## src/rtl/interfaz_pkg.sv

```systemverilog
// Shared definitions for the UART-to-ALU interfaces (interfaz_rx / interfaz_tx):
// default data/opcode widths and the receive-side FSM state encodings.
package interfaz_pkg;

  localparam int NB_DATA_DEFAULT = 8;
  localparam int NB_OP_DEFAULT   = 6;

  localparam int ST_W = 3;

  localparam logic [ST_W-1:0] S_A       = 3'd0;
  localparam logic [ST_W-1:0] S_B       = 3'd1;
  localparam logic [ST_W-1:0] S_OP      = 3'd2;
  localparam logic [ST_W-1:0] S_EXEC    = 3'd3;
  localparam logic [ST_W-1:0] S_WAIT_TX = 3'd4;

endpackage

```

## src/rtl/timer_inactividad.sv

```systemverilog
// Inactivity timer: counts enabled cycles since the last clear and flags
// expiry once TIMEOUT_CYCLES-1 cycles have elapsed.
module timer_inactividad #(
  parameter int TIMEOUT_CYCLES = 100000
) (
  input  logic clk,
  input  logic rst_n,
  input  logic clear,
  input  logic enable,
  output logic expired
);

  localparam int CNT_W = $clog2(TIMEOUT_CYCLES + 1);

  logic [CNT_W-1:0] cnt;

  assign expired = (cnt == CNT_W'(TIMEOUT_CYCLES - 1));

  // Counter parks at the expiry value until cleared.
  always_ff @(posedge clk or negedge rst_n) begin
    if (!rst_n) begin
      cnt <= '0;
    end else if (clear) begin
      cnt <= '0;
    end else if (enable && !expired) begin
      cnt <= cnt + 1'b1;
    end
  end

endmodule

```

## src/rtl/interfaz_rx.sv

```systemverilog
// Collects operand A, operand B and opcode bytes from the UART receiver and
// hands them to the ALU. Optional inter-byte timeout: INTERFAZ_RX_TIMEOUT_EN.
module interfaz_rx
  import interfaz_pkg::*;
#(
  parameter int NB_DATA        = NB_DATA_DEFAULT,
  parameter int NB_OP          = NB_OP_DEFAULT,
  parameter int TIMEOUT_CYCLES = 100000
) (
  input  logic               i_clk,
  input  logic               i_rst,
  input  logic [NB_DATA-1:0] i_rx_data,
  input  logic               i_rx_done,
  input  logic               i_tx_done,
  output logic [NB_DATA-1:0] o_dato_a,
  output logic [NB_DATA-1:0] o_dato_b,
  output logic [NB_OP-1:0]   o_op,
  output logic               o_alu_valid,
  output logic               o_busy,
  output logic               o_timeout
);

  logic [ST_W-1:0] state;
  logic [ST_W-1:0] state_nx;
  logic            capture_a;
  logic            capture_b;
  logic            capture_op;
  logic            timeout_hit;
  logic            expired;

`ifdef INTERFAZ_RX_TIMEOUT_EN
  logic timer_clear;
  logic timer_enable;

  assign timer_enable = (state == S_B) || (state == S_OP);
  assign timer_clear  = !timer_enable || i_rx_done || timeout_hit;

  timer_inactividad #(
    .TIMEOUT_CYCLES(TIMEOUT_CYCLES)
  ) u_timer (
    .clk    (i_clk),
    .rst_n  (i_rst),
    .clear  (timer_clear),
    .enable (timer_enable),
    .expired(expired)
  );
`else
  logic unused_cfg;

  assign unused_cfg = ^TIMEOUT_CYCLES;
  assign expired    = 1'b0;
`endif

  // A byte arriving on the expiry cycle wins over the timeout.
  always_comb begin
    state_nx    = state;
    capture_a   = 1'b0;
    capture_b   = 1'b0;
    capture_op  = 1'b0;
    timeout_hit = 1'b0;
    case (state)
      S_A: begin
        if (i_rx_done) begin
          capture_a = 1'b1;
          state_nx  = S_B;
        end
      end
      S_B: begin
        if (i_rx_done) begin
          capture_b = 1'b1;
          state_nx  = S_OP;
        end else if (expired) begin
          timeout_hit = 1'b1;
          state_nx    = S_A;
        end
      end
      S_OP: begin
        if (i_rx_done) begin
          capture_op = 1'b1;
          state_nx   = S_EXEC;
        end else if (expired) begin
          timeout_hit = 1'b1;
          state_nx    = S_A;
        end
      end
      S_EXEC:    state_nx = S_WAIT_TX;
      S_WAIT_TX: begin
        if (i_tx_done) begin
          state_nx = S_A;
        end
      end
      default:   state_nx = S_A;
    endcase
  end

  // Status outputs are registered from the next state so they line up with it.
  always_ff @(posedge i_clk or negedge i_rst) begin
    if (!i_rst) begin
      state       <= S_A;
      o_dato_a    <= '0;
      o_dato_b    <= '0;
      o_op        <= '0;
      o_alu_valid <= 1'b0;
      o_busy      <= 1'b0;
      o_timeout   <= 1'b0;
    end else begin
      state       <= state_nx;
      o_alu_valid <= (state_nx == S_EXEC);
      o_busy      <= (state_nx == S_EXEC) || (state_nx == S_WAIT_TX);
      o_timeout   <= timeout_hit;
      if (capture_a) begin
        o_dato_a <= i_rx_data;
      end
      if (capture_b) begin
        o_dato_b <= i_rx_data;
      end
      if (capture_op) begin
        o_op <= i_rx_data[NB_OP-1:0];
      end
    end
  end

endmodule

```

## config.mk

```make
export PLATFORM = sky130hd
export DESIGN_NAME = interfaz_rx
export DESIGN_NICKNAME = d
export VERILOG_FILES = /design/src/rtl/interfaz_pkg.sv /design/src/rtl/timer_inactividad.sv /design/src/rtl/interfaz_rx.sv
export SDC_FILE = /design/constraint.sdc
export NUM_CORES = 1
export LEC_CHECK = 0
export ABC_AREA = 1
export CORE_MARGIN = 4
export CORE_UTILIZATION = 25
export DETAILED_ROUTE_END_ITERATION = 8
export GPL_ROUTABILITY_DRIVEN = 1
export GPL_TIMING_DRIVEN = 0
export PLACE_DENSITY_LB_ADDON = 0.12
export SYNTH_ARGS = -nofsm -noshare
export SYNTH_HDL_FRONTEND = slang
export SYNTH_HIERARCHICAL = 1
export SYNTH_SLANG_ARGS = --single-unit
export TNS_END_PERCENT = 50
```

## constraint.sdc

```tcl
create_clock -name i_clk -period 2 [get_ports i_clk]
set_input_delay 0.4 -clock i_clk [delete_from_list [all_inputs] [get_ports i_clk]]
set_output_delay 0.4 -clock i_clk [all_outputs]
set_load 0.05 [all_outputs]
```

After elaboration in Yosys (flattened, before gate mapping):

Index checks and enable logic that the tools add are counted.

* flip-flop bits (word level): 27
* bits of input ports: 12
* output and inout bits: 25
* logic and storage cells: 23

* equality and inequality tests: 6
* muxes and demuxes: 9
* reductions and logical operators: 2

Operator list (number)
* $pmux 3 s5: 1
* $mux 3: 4
* $eq 3x2->1 const B: 3
* $eq 3x3->1 const B: 2
* $mux 1: 4
* $eq 3x1->1 const B: 1
* $logic_not 3->1: 1
* $logic_or 1x1->1: 1

Logic depth before layout (Yosys ltp):

* word-level depth: 4
* mapped depth: 5
* mapped depth without buffers: 5

Least setup slack after synthesis:

OpenSTA, ideal clock, no wires.

* path kind: register to register
* start point: register state[0]
* end point: register o_dato_a[0]
* library setup time: 0.119 ns
* data arrival time: 0.934 ns
* required time: 1.881 ns
* path slack: 0.947 ns
* stages on the path, launching flop included: 5
* path buffers: 0
* period minus slack after synthesis: 1.053 ns
* cell sequence: dfrtp_1 nor2_2 nand2_2 nand2_1 nand2_1

* cells in the longest elaborated chain, start to end: 2

RTL lines
* start: declaration: line interfaz_rx.sv:23 `logic [ST_W-1:0] state;`
* start signal: assignment: line interfaz_rx.sv:107 `state <= state_nx;`
* $logic_not 3->1: line interfaz_rx.sv:61 `case (state)`
* $mux 1: line interfaz_rx.sv:61
* end signal: assignment: line interfaz_rx.sv:112 `o_dato_a <= i_rx_data;`
* end: declaration: line interfaz_rx.sv:15 `output logic [NB_DATA-1:0] o_dato_a,`

No other way between the ends.
A chain may end at the register's enable or synchronous reset.

Final worst setup path:

* start point: register o_dato_a[1]
* end point: output o_dato_a[1]

No word-level cell between the ends.

==> metrics.cfg <==
[clock_network]
post_cts_buffers = 0
numCtsBuffers = 3
cts_htree_levels = 1
clk_path_buf_depth = 2
cts_resized = 0
clkTransAtPathRegs_ns = 0.10
cts_tree = done
clock_latency_ns = 0.27
cts_sinks = 27
cts_root_buf = clkbuf_8
holdBufCountCts = 0

[power_and_ir_drop]
total_power_w = 0.00306
clockPowerShare = 0.103
leakage_nw = 0.785
p_seq_frac = 0.305
ir_drop_mv = 0.700
power_switching_w = 0.00156
p_int_w = 0.00150
cellPowerDensity_mw_per_mm2 = 1930
sw_frac_of_total = 0.510
comb_power_share = 0.592

[setup_path]
worstPathCellList = clkdlybuf4s50_1
startpoint = o_dato_a[1]
start_kind = flip-flop
critical_path.top_delay_family = buffers and inverters
worstPathMaxFanout = 2
end_kind = primary output
crit_path_top_delay_cell = clkdlybuf4s50_1
path_class = flip-flop to primary output
r2r_slack_ns = 0.79
r2r-start = state[0]
critPathBufInv = 1
worstPathArrival_ns = 1.45
r2r_end = o_dato_a[1]
slowest_delay_ns = 0.81
ff2ff_path_depth = 4
cp_data_required_time_ns = 1.60

[final_layout]
antenna_cells = 0
drive_gt1_frac = 0.103
final_area_mm2 = 0.00158
final_nets = 168
synthToLayoutAreaGrowth_pct = 40.6

[logic_synthesis]
ys_warn_count = 6
synth_top_area_share = 0.600
synth_cell_types = 17
syn-num-nets = 128
synth.area.top_cells = dfrtp_1, nand2_1, nand3_1
ys_ff_latch = 27
seq_area_frac_synth = 0.600
synth_area_mm2 = 0.00113
synth_area_leader_cell = dfrtp_1
synth_cells = 116
synth.avg_cell_area_um2 = 9.71

[floorplanning]
chipWidth_um = 75.1
die_area_mm2 = 0.00564
ios = 37
core_area_mm2 = 0.00435
start_util = 0.259
dieHeight_um = 75.1
rows = 24

[timing]
max_slew.worst_pin.slew_ns = 0.606
drv_slew = 0
slew_headroom = 0.596
hold_viol_final = 0
period_needed_ns = 1.85
finalCritPeriodShare = 0.927
final.setup.tns_ns = 0
fin_ws_ns = 0.146
rsz0062_at_grt = no
setup_violations = 0
fin_skew_ns = 0.00149
hold_slack_ns = 0.126
fmax_mhz = 539

[routing]
wire_per_inst_um = 13.3
drc = 0
antenna_left = 0
first_iter_violations = 34
viasPerCell = 4.31
via_count = 892
wl_mm = 2.75
first_pass_iters = 4

[placed_design]
pre_cts_ws_ns = 0.0933
port-buffer-count = 35
place_area_mm2 = 0.00154
place.gp.congestion = 0.767
hpwl_mm = 2.10

[min_path]
min_path_type = input port to asynchronous set/reset pin

[global_routing]
gr-total-overflow = 0
grt_max_degree = 28
grt_antenna_before_repair = 0
grt_pass1_vias = 884
grt_use_total = 0.106
grt_pass1_wl_mm = 4.37

[status]
status = completed

[flow_run]
cap_violations = 0

[cell families after synthesis]
kind of cell	share of synthesized area
AO/OA/AOI/OAI	0.00667
AND/OR/NAND/NOR	0.334
buffers and inverters	0.0555
other	0.00333
flip-flops	0.600
[flip-flops by register name (all words and copies together) (netlist names)]
register	count
o_busy	1
state	3
o_alu_valid	1
o_dato_a	8
o_dato_b	8
o_op	6
[cell usage after synthesis, drive strengths merged]
master  instances
o31ai           1
conb            1
buf             3
dfrtp          27
inv             5
nand3          20
nor2            3
nand3b          1
nand2          47
clkbuf          1
nand4           7
[cell usage in the layout, fill, tap and decap left out, drive strengths merged]
master / n
clkinv: 1
nand3: 20
nand4: 7
inv: 5
conb: 1
buf: 4
clkbuf: 4
dfrtp: 27
nand2: 47
o31ai: 1
nor2: 3
clkdlybuf4s50: 34
nand3b: 1
[per-layer routing]
layer / share of wire / up-vias / global-route usage
li1: - / 454 / -
met1: 0.48 / 414 / 0.142
met2: 0.47 / 22 / 0.163
met3: 0.037 / 2 / 0.0214
met4: 0.012 / 0 / 0.0474
met5: 0 / - / 0
[power groups by stage]
stage | clock [W] | combinational, W | sequential [W]
CTS | 0.000330 | 0.00183 | 0.000935
floorplan | 0 | 0.000462 | 0.00170
finish | 0.000315 | 0.00181 | 0.000932
global placement | 0 | 0.00181 | 0.000937
detailed placement | 0 | 0.00183 | 0.000943
global route | 0.000349 | 0.00193 | 0.000969
[area by class of cell]
| type | count | area, um^2 |
|---|---|---|
| fill | 433 | 2770 |
| sequential | 27 | 676 |
| timing repair buffer | 35 | 345 |
| clock buffer | 3 | 41.3 |
| inverter | 5 | 18.8 |
| multi-input combinational | 80 | 388 |
| tap | 52 | 65.1 |
| buffer | 4 | 43.8 |
| clock inverter | 1 | 5.00 |
[worst max-delay path by stage]
stage / cells past startpoint / endpoint
4_1_cts: 1 / o_dato_a[1]
3_5_place_dp: 1 / o_dato_a[0]
5_1_grt: 1 / o_dato_b[0]
6_report: 1 / o_dato_a[1]
2_1_floorplan: 4 / o_dato_a[0]
3_3_place_gp: 1 / o_dato_a[6]
[through the flow]
step / instances / utilization
floorplan: 116 / -
global placement: 203 / 0.354
detailed placement: 203 / 0.354
CTS: 207 / 0.365
global route: 207 / 0.364
finish: 207 / 0.364
(Power assumes the default switching activity.)
